### src/rtl/muldiv_unit.sv
// Iterative multiply/divide unit with HI/LO result registers.
// Works on operand magnitudes, one shift-add or restoring shift-subtract step per cycle, then sign-fixes.
module muldiv_unit #(
    parameter int WIDTH = 32
) (
    input  logic             clk,
    input  logic             rst,
    input  logic             start,
    input  logic [1:0]       op,
    input  logic [WIDTH-1:0] a,
    input  logic [WIDTH-1:0] b,
    input  logic             hi_we,
    input  logic             lo_we,
    input  logic [WIDTH-1:0] hi_wd,
    input  logic [WIDTH-1:0] lo_wd,
    output logic             busy,
    output logic             done,
    output logic             div_by_zero,
    output logic [WIDTH-1:0] hi,
    output logic [WIDTH-1:0] lo
);
    localparam int CW = $clog2(WIDTH + 1);
    localparam logic [CW-1:0] CNT_INIT = CW'(WIDTH);

    typedef enum logic [1:0] {IDLE, RUN, FIX} state_t;

    state_t           state_q;
    logic [CW-1:0]    cnt_q;
    logic [WIDTH-1:0] acc_hi_q, acc_lo_q, opb_q, a_q, hi_q, lo_q;
    logic             is_div_q, neg_q_q, neg_r_q, b_zero_q;
    logic             busy_q, done_q, dbz_q;

    logic [WIDTH-1:0]   acc_hi_d, acc_lo_d;
    logic [WIDTH:0]     mul_sum, div_shift, div_diff;
    logic [2*WIDTH-1:0] prod_fix;
    logic [WIDTH-1:0]   quo_fix, rem_fix, a_mag, b_mag;
    logic               sgn_in;

    always_comb begin
        sgn_in    = ~op[0];
        a_mag     = (sgn_in && a[WIDTH-1]) ? -a : a;
        b_mag     = (sgn_in && b[WIDTH-1]) ? -b : b;
        mul_sum   = {1'b0, acc_hi_q} + (acc_lo_q[0] ? {1'b0, opb_q} : '0);
        div_shift = {acc_hi_q, acc_lo_q[WIDTH-1]};
        div_diff  = div_shift - {1'b0, opb_q};
        acc_hi_d  = mul_sum[WIDTH:1];
        acc_lo_d  = {mul_sum[0], acc_lo_q[WIDTH-1:1]};
        if (is_div_q) begin
            // Remainder stays below the divisor, so bit WIDTH of the difference is the borrow.
            if (!div_diff[WIDTH]) begin
                acc_hi_d = div_diff[WIDTH-1:0];
                acc_lo_d = {acc_lo_q[WIDTH-2:0], 1'b1};
            end else begin
                acc_hi_d = div_shift[WIDTH-1:0];
                acc_lo_d = {acc_lo_q[WIDTH-2:0], 1'b0};
            end
        end
        prod_fix = neg_q_q ? -{acc_hi_q, acc_lo_q} : {acc_hi_q, acc_lo_q};
        quo_fix  = neg_q_q ? -acc_lo_q : acc_lo_q;
        rem_fix  = neg_r_q ? -acc_hi_q : acc_hi_q;
    end

    always_ff @(posedge clk) begin
        if (rst) begin
            state_q  <= IDLE;
            cnt_q    <= '0;
            acc_hi_q <= '0;
            acc_lo_q <= '0;
            opb_q    <= '0;
            a_q      <= '0;
            hi_q     <= '0;
            lo_q     <= '0;
            is_div_q <= 1'b0;
            neg_q_q  <= 1'b0;
            neg_r_q  <= 1'b0;
            b_zero_q <= 1'b0;
            busy_q   <= 1'b0;
            done_q   <= 1'b0;
            dbz_q    <= 1'b0;
        end else begin
            done_q <= 1'b0;
            dbz_q  <= 1'b0;
            case (state_q)
                IDLE: begin
                    if (start) begin
                        state_q  <= RUN;
                        busy_q   <= 1'b1;
                        cnt_q    <= CNT_INIT;
                        acc_hi_q <= '0;
                        acc_lo_q <= a_mag;
                        opb_q    <= b_mag;
                        a_q      <= a;
                        is_div_q <= op[1];
                        neg_q_q  <= sgn_in & (a[WIDTH-1] ^ b[WIDTH-1]);
                        neg_r_q  <= sgn_in & a[WIDTH-1];
                        b_zero_q <= (b == '0);
                    end else begin
                        if (hi_we) hi_q <= hi_wd;
                        if (lo_we) lo_q <= lo_wd;
                    end
                end
                RUN: begin
                    acc_hi_q <= acc_hi_d;
                    acc_lo_q <= acc_lo_d;
                    cnt_q    <= cnt_q - 1'b1;
                    if (cnt_q == CW'(1)) state_q <= FIX;
                end
                FIX: begin
                    state_q <= IDLE;
                    busy_q  <= 1'b0;
                    done_q  <= 1'b1;
                    if (!is_div_q) begin
                        {hi_q, lo_q} <= prod_fix;
                    end else if (b_zero_q) begin
                        hi_q  <= a_q;
                        lo_q  <= '1;
                        dbz_q <= 1'b1;
                    end else begin
                        hi_q <= rem_fix;
                        lo_q <= quo_fix;
                    end
                end
                default: state_q <= IDLE;
            endcase
        end
    end

    assign busy        = busy_q;
    assign done        = done_q;
    assign div_by_zero = dbz_q;
    assign hi          = hi_q;
    assign lo          = lo_q;
endmodule

### config.mk
export PLATFORM = sky130hd
export DESIGN_NAME = muldiv_unit
export DESIGN_NICKNAME = d
export VERILOG_FILES = /design/src/rtl/muldiv_unit.sv
export SDC_FILE = /design/constraint.sdc
export NUM_CORES = 1
export LEC_CHECK = 0
export BUFFER_PORTS_ARGS = -buffer_cell sky130_fd_sc_hd__buf_2
export CAP_MARGIN = 25
export CORE_MARGIN = 4
export CORE_UTILIZATION = 45
export CTS_CLUSTER_DIAMETER = 50
export DETAILED_ROUTE_END_ITERATION = 16
export PLACE_DENSITY = 0.67
export SYNTH_ARGS = -nofsm -noshare
export SYNTH_HDL_FRONTEND = slang
export SYNTH_SLANG_ARGS = --single-unit
export TNS_END_PERCENT = 50
### constraint.sdc
create_clock -name clk -period 4.3 [get_ports clk]
set_clock_uncertainty 0.1 [all_clocks]
set_input_delay 0.86 -clock clk [delete_from_list [all_inputs] [get_ports clk]]
set_output_delay 0.86 -clock clk [all_outputs]
set_load 0.02 [all_outputs]
# Yosys cells after proc, flatten, opt, wreduce, memory -nomap -nowiden
# Index checks and enable logic that the tools add are counted.
[classes]
bitwise = 6
addsub = 8
eq_ne = 8
muxes = 33
reduce_logical = 13
[ops]
columns = ["op", "n"]
rows = [
  ["$mux 32", 18],
  ["$pmux 32 s2", 4],
  ["$neg 32->32", 4],
  ["$mux 64", 1],
  ["$neg 64->64", 1],
  ["$add 32x32->33", 1],
  ["$sub 33x32->33", 1],
  ["$logic_not 32->1", 1],
  ["$pmux 6 s2", 1],
  ["$ne 2x2->1 const B", 5],
  ["$reduce_and 2->1", 4],
  ["$eq 6x1->1 const B", 1],
  ["$mux 6", 1],
  ["$reduce_and 3->1", 2],
  ["$sub 6x1->6 const B", 1],
  ["$mux 1", 4],
  ["$mux 2", 2],
  ["$pmux 2 s2", 1],
  ["$reduce_bool 2->1", 2],
  ["$not 1->1", 3],
  ["$reduce_or 3->1", 1],
  ["$and 1x1->1", 2],
  ["$eq 2x1->1 const B", 1],
  ["$eq 2x2->1 const B", 1],
  ["other kinds (4)", 5],
]
[totals]
reg_bits = 207
input_bits = 135
wordCells = 83
output_inout_bits = 67

# Depth between registers and ports, before layout
# Gate-level depths: netlist (run 1).
[logic_depth]
depth_word = 5
ltp_mapped = 14
mapped_depth_nobuf = 13

# Worst setup path after synthesis (run 1)
# Ideal clock, no wire load.
[synth_timing]
path_kind = "register to register"
start = "register acc_lo_q[0]"
end = "register hi_q[24], in the netlist hi[24]"
path_stages_with_launch = 12
slack_ps = 1018
setup_time_ps = 115
synth_period_minus_slack_ps = 3282
required_time_ps = 4085
arrival_time_ps = 3068
path_buffers = 1
path_cell_list = "dfxtp_1 > inv_1 > clkbuf_1 > ha_1 > or3b_2 > nor4_2 > nand3_1 > or3_1 > o21ai_0 > xnor2_1 > nor3_1 > a2111oi_0"
[synth_via]
elab_chain_cells = 4
[synth_lines]
columns = ["element", "line", "source"]
rows = [
  ["start, declared", "29", "logic [WIDTH-1:0] acc_hi_q, acc_lo_q, opb_q, a_q, hi_q, lo_q;"],
  ["start signal, assigned", "90", "acc_lo_q <= a_mag;"],
  ["start signal, assigned", "104", "acc_lo_q <= acc_lo_d;"],
  ["$neg 64->64", "58", "prod_fix = neg_q_q ? -{acc_hi_q, acc_lo_q} : {acc_hi_q, acc_lo_q};"],
  ["$mux 64", "58", ""],
  ["$mux 32", "112", "if (!is_div_q) begin"],
  ["$pmux 32 s2", "83", "case (state_q)"],
  ["end signal, assigned", "113", "{hi_q, lo_q} <= prod_fix;"],
  ["end signal, assigned", "115", "hi_q <= a_q;"],
  ["end signal, assigned", "119", "hi_q <= rem_fix;"],
  ["end, declared", "29", ""],
]
# Every way passes these cells.
# A chain may end at the register's enable or synchronous reset.

# Worst setup path in the final report (run 1)
[layout_timing]
start = "register acc_lo_q[31]"
end = "register acc_hi_q[27]"
[layout_via]
elab_chain_cells = 4
[layout_lines]
columns = ["element", "line", "source"]
rows = [
  ["$sub 33x32->33", "45", "div_diff = div_shift - {1'b0, opb_q};"],
  ["$mux 32", "50", "if (!div_diff[WIDTH]) begin"],
  ["$mux 32", "48", "if (is_div_q) begin"],
  ["$pmux 32 s2", "83", ""],
  ["end signal, assigned", "103", "acc_hi_q <= acc_hi_d;"],
  ["end, declared", "29", ""],
]
# Every way passes these cells.

==> flow_results.xml, run 1 <==
<?xml version="1.0" encoding="UTF-8"?>
<metrics>
  <group name="yosys">
    <metric name="synth.top_cells.by_area" unit="">sky130_fd_sc_hd__dfxtp_1, sky130_fd_sc_hd__xnor2_1, sky130_fd_sc_hd__nand2_1</metric>
    <metric name="synthDistinctLibCells" unit="">82</metric>
    <metric name="synth_ff_type" unit="">sky130_fd_sc_hd__dfxtp_1</metric>
    <metric name="synth_top_cells_by_count" unit="">sky130_fd_sc_hd__nand2_1, sky130_fd_sc_hd__nor2_1, sky130_fd_sc_hd__dfxtp_1</metric>
    <metric name="synth.ff_latch_count" unit="">207</metric>
    <metric name="mappedNetlistArea" unit="sq mm">0.0162</metric>
    <metric name="ys_seq_area_share" unit="%">25.7</metric>
    <metric name="syn-num-nets" unit="">2371</metric>
    <metric name="syn-instance-count" unit="">2164</metric>
    <metric name="yosys.area.top_type" unit="">sky130_fd_sc_hd__dfxtp_1</metric>
    <metric name="avgSynthCellArea" unit="sq um">7.46</metric>
    <metric name="synth_largest_type_area_fraction" unit="%">25.7</metric>
    <metric name="post_synth_edffs" unit="">0</metric>
    <metric name="synth_async_sr_flop_share" unit="%">0</metric>
    <metric name="most_common_cell_in_the_netlist" unit="">sky130_fd_sc_hd__nand2_1</metric>
    <metric name="synth.yosys.warnings" unit="">0</metric>
  </group>
  <group name="timing">
    <metric name="finalHoldViolCount" unit="">0</metric>
    <metric name="timing.setup.tns" unit="ns">0</metric>
    <metric name="setup-violations-final" unit="">0</metric>
    <metric name="max_slew.worst_pin.slew" unit="ns">1.06</metric>
    <metric name="timing.max_slew.rel_slack" unit="%">29.5</metric>
    <metric name="final-max-slew-violation-count" unit="">0</metric>
    <metric name="period_needed" unit="ns">3.79</metric>
    <metric name="achievable-frequency" unit="GHz">0.264</metric>
    <metric name="rsz0062_at_grt" unit="">no</metric>
    <metric name="final.period_utilization" unit="%">88.1</metric>
  </group>
  <group name="setup_path">
    <metric name="critical_path_type" unit="">flop to flop</metric>
    <metric name="worstPathBufferInverterCount" unit="">1</metric>
    <metric name="ff2ff_path_depth" unit="">12</metric>
    <metric name="worst-path-max-fanout" unit="">15</metric>
    <metric name="worstSetupPathDepth" unit="">12</metric>
    <metric name="worst-endpoint-required" unit="ns">4.64</metric>
    <metric name="timing.critical_path.from_type" unit="">flop</metric>
    <metric name="cp.arrival" unit="ns">4.13</metric>
    <metric name="crit_path_end_kind" unit="">flop</metric>
    <metric name="timing.critical_path.max_delay_family" unit="">compound AO/OA/AOI/OAI gates</metric>
    <metric name="critical_path.slowest_cell" unit="">sky130_fd_sc_hd__a221o_2</metric>
    <metric name="critical-path-max-stage-delay" unit="ns">0.46</metric>
    <metric name="worstPathCellList" unit="">inv_1 &gt; ha_1 &gt; fa_1 &gt; nand2b_1 &gt; a21o_1 &gt; a211oi_1 &gt; o21ai_0 &gt; a21o_1 &gt; a221o_2 &gt; or2_0 &gt; a211oi_1 &gt; a311o_1</metric>
  </group>
  <group name="route">
    <metric name="first_iter_violations" unit="">1456</metric>
    <metric name="route.met3.wl" unit="um">4330</metric>
    <metric name="detailed_route_vias_per_instance" unit="">6.12</metric>
    <metric name="routed-via-count" unit="">16816</metric>
    <metric name="route.detailed.drc" unit="">0</metric>
    <metric name="wire_per_inst" unit="um">20.3</metric>
    <metric name="drt_pass1_iterations" unit="">5</metric>
    <metric name="detail-route-antenna-nets" unit="">0</metric>
    <metric name="drt-met1-wl" unit="um">23600</metric>
    <metric name="finalWirelength" unit="um">55800</metric>
    <metric name="route.met2.wl" unit="um">25000</metric>
    <metric name="highest-signal-layer" unit="">met4</metric>
  </group>
  <group name="cells_and_area">
    <metric name="syn_to_final_growth" unit="%">15.5</metric>
    <metric name="fillers" unit="">3436</metric>
    <metric name="finish.utilization" unit="%">52.6</metric>
    <metric name="drive_above_1_share" unit="%">14.9</metric>
    <metric name="num-nets-final" unit="">2472</metric>
    <metric name="antenna-diode-count" unit="">0</metric>
  </group>
  <group name="floorplan">
    <metric name="io-pin-count" unit="">202</metric>
    <metric name="design.die.area" unit="sq mm">0.0390</metric>
    <metric name="die_y" unit="um">197</metric>
    <metric name="start_util" unit="%">45.5</metric>
    <metric name="floorplan.core_area" unit="sq mm">0.0355</metric>
    <metric name="floorplan.die.width" unit="um">197</metric>
    <metric name="std_cell_rows" unit="">69</metric>
  </group>
  <group name="clocking">
    <metric name="cts.path.max_buffers" unit="">3</metric>
    <metric name="clock_insertion_delay_worst_skew" unit="ns">0.51</metric>
    <metric name="clock-sinks" unit="">207</metric>
    <metric name="cts-resized-gates" unit="">0</metric>
    <metric name="clock_tree.htree_level_count" unit="">2</metric>
    <metric name="cts_tree" unit="">built</metric>
    <metric name="number_of_buffers_added_by_the_clock_tree_synthesis_step" unit="">34</metric>
    <metric name="post_cts.repair.setup_buffers" unit="">0</metric>
    <metric name="cts_hold_buf" unit="">0</metric>
    <metric name="cts.root.buffer_cell" unit="">sky130_fd_sc_hd__clkbuf_16</metric>
    <metric name="cts.reportedPaths.clkPinSlew" unit="ns">0.06</metric>
  </group>
  <group name="worst_hold_path">
    <metric name="timing.hold.worst.class" unit="">flop to flop</metric>
    <metric name="whs_path_depth" unit="">2</metric>
  </group>
  <group name="global_route">
    <metric name="via_count_of_the_first_global_routing_pass" unit="">15702</metric>
    <metric name="number_of_antenna_violations_at_the_first_check_in_global_routing" unit="">0</metric>
    <metric name="gr-total-overflow" unit="">0</metric>
    <metric name="grt_util_all_layers" unit="%">27.3</metric>
    <metric name="grt_first_pass_wirelength" unit="um">86600</metric>
    <metric name="pin_count_of_the_biggest_net_entering_global_routing" unit="">176</metric>
  </group>
  <group name="placed_design">
    <metric name="hpwl" unit="um">41600</metric>
    <metric name="globalplace.congestion" unit="">0.965</metric>
    <metric name="buffer_ports.inserted" unit="">201</metric>
  </group>
  <group name="job">
    <metric name="maxCapViolations" unit="">0</metric>
  </group>
  <group name="power">
    <metric name="static_leakage" unit="nW">7.32</metric>
    <metric name="ir_worst_vdd" unit="mV">0.319</metric>
    <metric name="cellPowerDensity" unit="mW/mm^2">358</metric>
  </group>
  <group name="run_status">
    <metric name="run_status" unit="">complete, no violations</metric>
  </group>
</metrics>
-- worst register-to-register path, cell delays in order, from the launching register on --
cell,delay (ns)
sky130_fd_sc_hd__dfxtp_1,0.43
sky130_fd_sc_hd__inv_1,0.10
sky130_fd_sc_hd__ha_1,0.23
sky130_fd_sc_hd__fa_1,0.41
sky130_fd_sc_hd__nand2b_1,0.18
sky130_fd_sc_hd__a21o_1,0.20
sky130_fd_sc_hd__a211oi_1,0.33
sky130_fd_sc_hd__o21ai_0,0.23
sky130_fd_sc_hd__a21o_1,0.24
sky130_fd_sc_hd__a221o_2,0.46
sky130_fd_sc_hd__or2_0,0.41
sky130_fd_sc_hd__a211oi_1,0.26
sky130_fd_sc_hd__a311o_1,0.14
-- per-stage QoR --
step,total power [mW],hold WS [ns],setup WS [ns],cell area (sq um),instances
2_1_floorplan,3.33,0.332,1.02,16200,2164
3_3_place_gp,3.80,0.335,0.653,17400,2687
3_5_place_dp,3.82,0.341,0.586,17400,2688
4_1_cts,6.69,0.349,0.547,18600,2747
5_1_grt,6.99,0.368,0.276,18700,2749
6_report,6.69,0.347,0.510,18700,2749
-- worst paths after layout --
| kind | from | to | slack [ns] |
|---|---|---|---|
| worst min-delay path | lo[10] | lo[10] | 0.35 |
| worst max register to register | acc_lo_q[31] | acc_hi_q[27] | 0.51 |
| worst max-delay path | acc_lo_q[31] | acc_hi_q[27] | 0.51 |
| worst min register to register | lo[10] | lo[10] | 0.35 |
-- metal layers --
metal	track usage, %	vias up
met2	44.2	726
met4	12.5	0
met1	36.0	7856
met3	3.97	145
li1	-	8089
met5	0	-
-- sequential cells by signal, indices dropped and copies added, names as in the netlist --
name / cells
hi: 32
neg_r_q: 1
acc_lo_q: 32
neg_q_q: 1
busy: 1
is_div_q: 1
cnt_q: 6
b_zero_q: 1
div_by_zero: 1
opb_q: 32
a_q: 32
state_q: 2
lo: 32
done: 1
acc_hi_q: 32
-- power by group --
part           switching [mW]  internal, mW
sequential              0.168          2.06
combinational           0.987         0.602
clock                    1.02          1.85
-- placed cells by master (no fill, tap or decap), types with 22 or more instances in the layout --
cell	synthesis	layout
sky130_fd_sc_hd__a211oi_1	103	103
sky130_fd_sc_hd__a21o_1	28	28
sky130_fd_sc_hd__a21oi_1	184	184
sky130_fd_sc_hd__buf_2	13	200
sky130_fd_sc_hd__buf_4	1	33
sky130_fd_sc_hd__clkbuf_16	0	35
sky130_fd_sc_hd__dfxtp_1	207	204
sky130_fd_sc_hd__ha_1	70	70
sky130_fd_sc_hd__inv_1	59	59
sky130_fd_sc_hd__mux2i_1	54	54
sky130_fd_sc_hd__nand2_1	252	252
sky130_fd_sc_hd__nand3_1	25	25
sky130_fd_sc_hd__nor2_1	223	222
sky130_fd_sc_hd__nor3_1	53	51
sky130_fd_sc_hd__o211ai_1	32	32
sky130_fd_sc_hd__o21ai_0	119	119
sky130_fd_sc_hd__o221ai_1	36	36
sky130_fd_sc_hd__o31ai_1	29	29
sky130_fd_sc_hd__or3_1	29	29
sky130_fd_sc_hd__or4_1	22	22
sky130_fd_sc_hd__xnor2_1	110	110
sky130_fd_sc_hd__xor2_1	77	77
-- cells by family after synthesis --
| group | synth area share, % |
|---|---|
| buffers and inverters | 5.63 |
| adders and majority gates | 5.67 |
| and+or+nand+nor | 20.8 |
| AOI/OAI and AO/OA | 28.6 |
| DFF | 25.7 |
| muxes | 3.49 |
| xor gates and xnor gates | 10.1 |
-- layout make-up --
| class | count | area [sq um] | area share, % |
|---|---|---|---|
| clock buffer | 40 | 925 | 4.96 |
| clock inverter | 19 | 260 | 1.39 |
| inverter | 60 | 225 | 1.21 |
| multi-input combinational | 1722 | 11100 | 59.7 |
| sequential | 207 | 4150 | 22.2 |
| tap | 461 | 577 | 3.09 |
| timing repair buffer | 240 | 1390 | 7.43 |
Power figures use the tool's default switching activity.
==> inputs of run 2 (changes only) <==
--- a/config.mk
+++ b/config.mk
@@ -11,7 +11,7 @@
 export CORE_UTILIZATION = 45
 export CTS_CLUSTER_DIAMETER = 50
 export DETAILED_ROUTE_END_ITERATION = 16
-export PLACE_DENSITY = 0.67
+export PLACE_DENSITY = 0.65
 export SYNTH_ARGS = -nofsm -noshare
 export SYNTH_HDL_FRONTEND = slang
 export SYNTH_SLANG_ARGS = --single-unit
==> flow_results.xml, run 2 (synthesis gave the netlist of run 1 again) <==
<?xml version="1.0" encoding="UTF-8"?>
<metrics>
  <group name="timing">
    <metric name="achievable-frequency" unit="GHz">0.259</metric>
    <metric name="rsz0062_at_grt" unit="">no</metric>
    <metric name="setup-violations-final" unit="">0</metric>
    <metric name="finalHoldViolCount" unit="">0</metric>
    <metric name="timing.setup.tns" unit="ns">0</metric>
    <metric name="final.period_utilization" unit="%">89.8</metric>
    <metric name="final-max-slew-violation-count" unit="">0</metric>
    <metric name="timing.max_slew.rel_slack" unit="%">30.3</metric>
    <metric name="period_needed" unit="ns">3.86</metric>
    <metric name="timing.final.ws_setup" unit="ns">0.439</metric>
    <metric name="max_slew.worst_pin.slew" unit="ns">1.04</metric>
  </group>
  <group name="cells_and_area">
    <metric name="fillers" unit="">3446</metric>
    <metric name="finish.utilization" unit="%">52.8</metric>
    <metric name="layout.cells.most_common" unit="">sky130_fd_sc_hd__nand2_1</metric>
    <metric name="most_frequent_cells_in_the_layout" unit="">sky130_fd_sc_hd__nand2_1, sky130_fd_sc_hd__nor2_1, sky130_fd_sc_hd__dfxtp_1</metric>
    <metric name="syn_to_final_growth" unit="%">16.0</metric>
    <metric name="drive_above_1_share" unit="%">15.3</metric>
    <metric name="num-nets-final" unit="">2483</metric>
  </group>
  <group name="placed_design">
    <metric name="buffer_ports.inserted" unit="">201</metric>
    <metric name="hpwl" unit="um">43000</metric>
    <metric name="worst_case_setup_slack_after_placement" unit="ns">0.581</metric>
    <metric name="globalplace.congestion" unit="">0.952</metric>
  </group>
  <group name="run_status">
    <metric name="run_status" unit="">complete, no violations</metric>
  </group>
  <group name="worst_hold_path">
    <metric name="timing.hold.worst.class" unit="">flop to flop</metric>
  </group>
  <group name="power">
    <metric name="cellPowerDensity" unit="mW/mm^2">362</metric>
    <metric name="ir_worst_vdd" unit="mV">0.260</metric>
    <metric name="power" unit="mW">6.78</metric>
    <metric name="static_leakage" unit="nW">7.37</metric>
  </group>
  <group name="clocking">
    <metric name="clock_insertion_delay_worst_skew" unit="ns">0.50</metric>
    <metric name="post_cts.repair.setup_buffers" unit="">0</metric>
    <metric name="cts_tree" unit="">built</metric>
    <metric name="cts-resized-gates" unit="">0</metric>
    <metric name="cts_hold_buf" unit="">0</metric>
    <metric name="number_of_buffers_added_by_the_clock_tree_synthesis_step" unit="">36</metric>
    <metric name="clock-sinks" unit="">207</metric>
    <metric name="clock_tree.htree_level_count" unit="">2</metric>
    <metric name="cts.path.max_buffers" unit="">3</metric>
    <metric name="cts.reportedPaths.clkPinSlew" unit="ns">0.06</metric>
    <metric name="cts.root.buffer_cell" unit="">sky130_fd_sc_hd__clkbuf_16</metric>
  </group>
  <group name="job">
    <metric name="maxCapViolations" unit="">0</metric>
  </group>
  <group name="floorplan">
    <metric name="std_cell_rows" unit="">69</metric>
    <metric name="start_util" unit="%">45.5</metric>
    <metric name="die_y" unit="um">197</metric>
    <metric name="floorplan.die.width" unit="um">197</metric>
    <metric name="design.die.area" unit="sq mm">0.0390</metric>
    <metric name="io-pin-count" unit="">202</metric>
    <metric name="floorplan.core_area" unit="sq mm">0.0355</metric>
  </group>
  <group name="global_route">
    <metric name="gr-total-overflow" unit="">0</metric>
    <metric name="grt_first_pass_wirelength" unit="um">89700</metric>
    <metric name="grt_util_all_layers" unit="%">28.4</metric>
    <metric name="via_count_of_the_first_global_routing_pass" unit="">15938</metric>
    <metric name="grt_busiest_layer" unit="">met2</metric>
    <metric name="met2_usage" unit="%">45.1</metric>
    <metric name="number_of_antenna_violations_at_the_first_check_in_global_routing" unit="">2</metric>
    <metric name="globalRouteMet3Util" unit="%">3.82</metric>
    <metric name="pin_count_of_the_biggest_net_entering_global_routing" unit="">108</metric>
    <metric name="global_route.usage.met1" unit="%">38.0</metric>
  </group>
  <group name="setup_path">
    <metric name="worst-endpoint-required" unit="ns">4.59</metric>
    <metric name="timing.critical_path.from_type" unit="">flop</metric>
    <metric name="crit_path_end_kind" unit="">flop</metric>
    <metric name="critical_path_type" unit="">flop to flop</metric>
    <metric name="worst_setup_path_endpoint" unit="">acc_hi_q[27]</metric>
    <metric name="r2r_end" unit="">acc_hi_q[27]</metric>
    <metric name="cp.arrival" unit="ns">4.15</metric>
    <metric name="ff2ff_path_depth" unit="">12</metric>
    <metric name="reg_to_reg_slack_setup" unit="ns">0.44</metric>
    <metric name="critical_path.startpoint" unit="">acc_lo_q[31]</metric>
    <metric name="worst-path-max-fanout" unit="">13</metric>
    <metric name="critical_path.reg2reg.startpoint" unit="">acc_lo_q[31]</metric>
  </group>
  <group name="route">
    <metric name="drt_pass1_iterations" unit="">6</metric>
    <metric name="first_iter_violations" unit="">1373</metric>
    <metric name="finalWirelength" unit="um">57200</metric>
    <metric name="wire_per_inst" unit="um">20.7</metric>
    <metric name="detailed_route_vias_per_instance" unit="">6.08</metric>
    <metric name="route.detailed.drc" unit="">0</metric>
    <metric name="routed-via-count" unit="">16805</metric>
    <metric name="detail-route-antenna-nets" unit="">0</metric>
  </group>
</metrics>
## run 2: worst max-delay path, cell delays in order, from the launching register on
cell	delay [ns]
sky130_fd_sc_hd__dfxtp_1	0.41
sky130_fd_sc_hd__inv_1	0.10
sky130_fd_sc_hd__ha_1	0.24
sky130_fd_sc_hd__fa_1	0.41
sky130_fd_sc_hd__nand2b_1	0.18
sky130_fd_sc_hd__a21o_1	0.20
sky130_fd_sc_hd__a211oi_1	0.28
sky130_fd_sc_hd__o21ai_0	0.16
sky130_fd_sc_hd__nand2_1	0.20
sky130_fd_sc_hd__a221o_2	0.36
sky130_fd_sc_hd__or2_0	0.61
sky130_fd_sc_hd__a211oi_1	0.13
sky130_fd_sc_hd__a311o_1	0.36
## run 2: power by group
group          total [mW]  switching (mW)  internal (mW)
sequential           2.23           0.165           2.06
combinational        1.59           0.990          0.603
clock                2.97            1.04           1.93
## run 2: layout make-up
type,count,area [sq um],share of cell area (%)
Tap cell,461,577,3.08
Sequential cell,207,4150,22.1
Antenna cell,1,2.50,0.0134
Timing Repair Buffer,249,1410,7.53
Clock buffer,43,978,5.22
Clock inverter,19,254,1.36
Multi-Input combinational cell,1722,11100,59.5
Inverter,60,225,1.20
## run 2: metal layers
layer  vias to the layer above  part of all wire (%)
li1                       8094                     -
met1                      7881                    43
met2                       680                    44
met3                       148                   7.7
met4                         2                   5.4
met5                         -                 0.023
## run 2: how the worst min path moves through the flow
stage,depth (start not counted),endpoint,slack [ns],start
final,2,lo[27],0.35,lo[27]
after global routing,2,a_q[23],0.37,a_q[23]
after CTS,2,lo[13],0.35,lo[13]
after detailed placement,2,lo[27],0.34,lo[27]
after global placement,2,lo[19],0.34,lo[19]
after floorplan,2,opb_q[21],0.33,opb_q[21]
## run 2: metrics by stage
| step | hold slack, ns | std cells | area [sq um] |
|---|---|---|---|
| after floorplan | 0.332 | 2164 | 16200 |
| after CTS | 0.351 | 2761 | 18700 |
| after detailed placement | 0.344 | 2699 | 17500 |
| after global routing | 0.369 | 2762 | 18700 |
| after global placement | 0.335 | 2699 | 17500 |
| final | 0.347 | 2762 | 18700 |
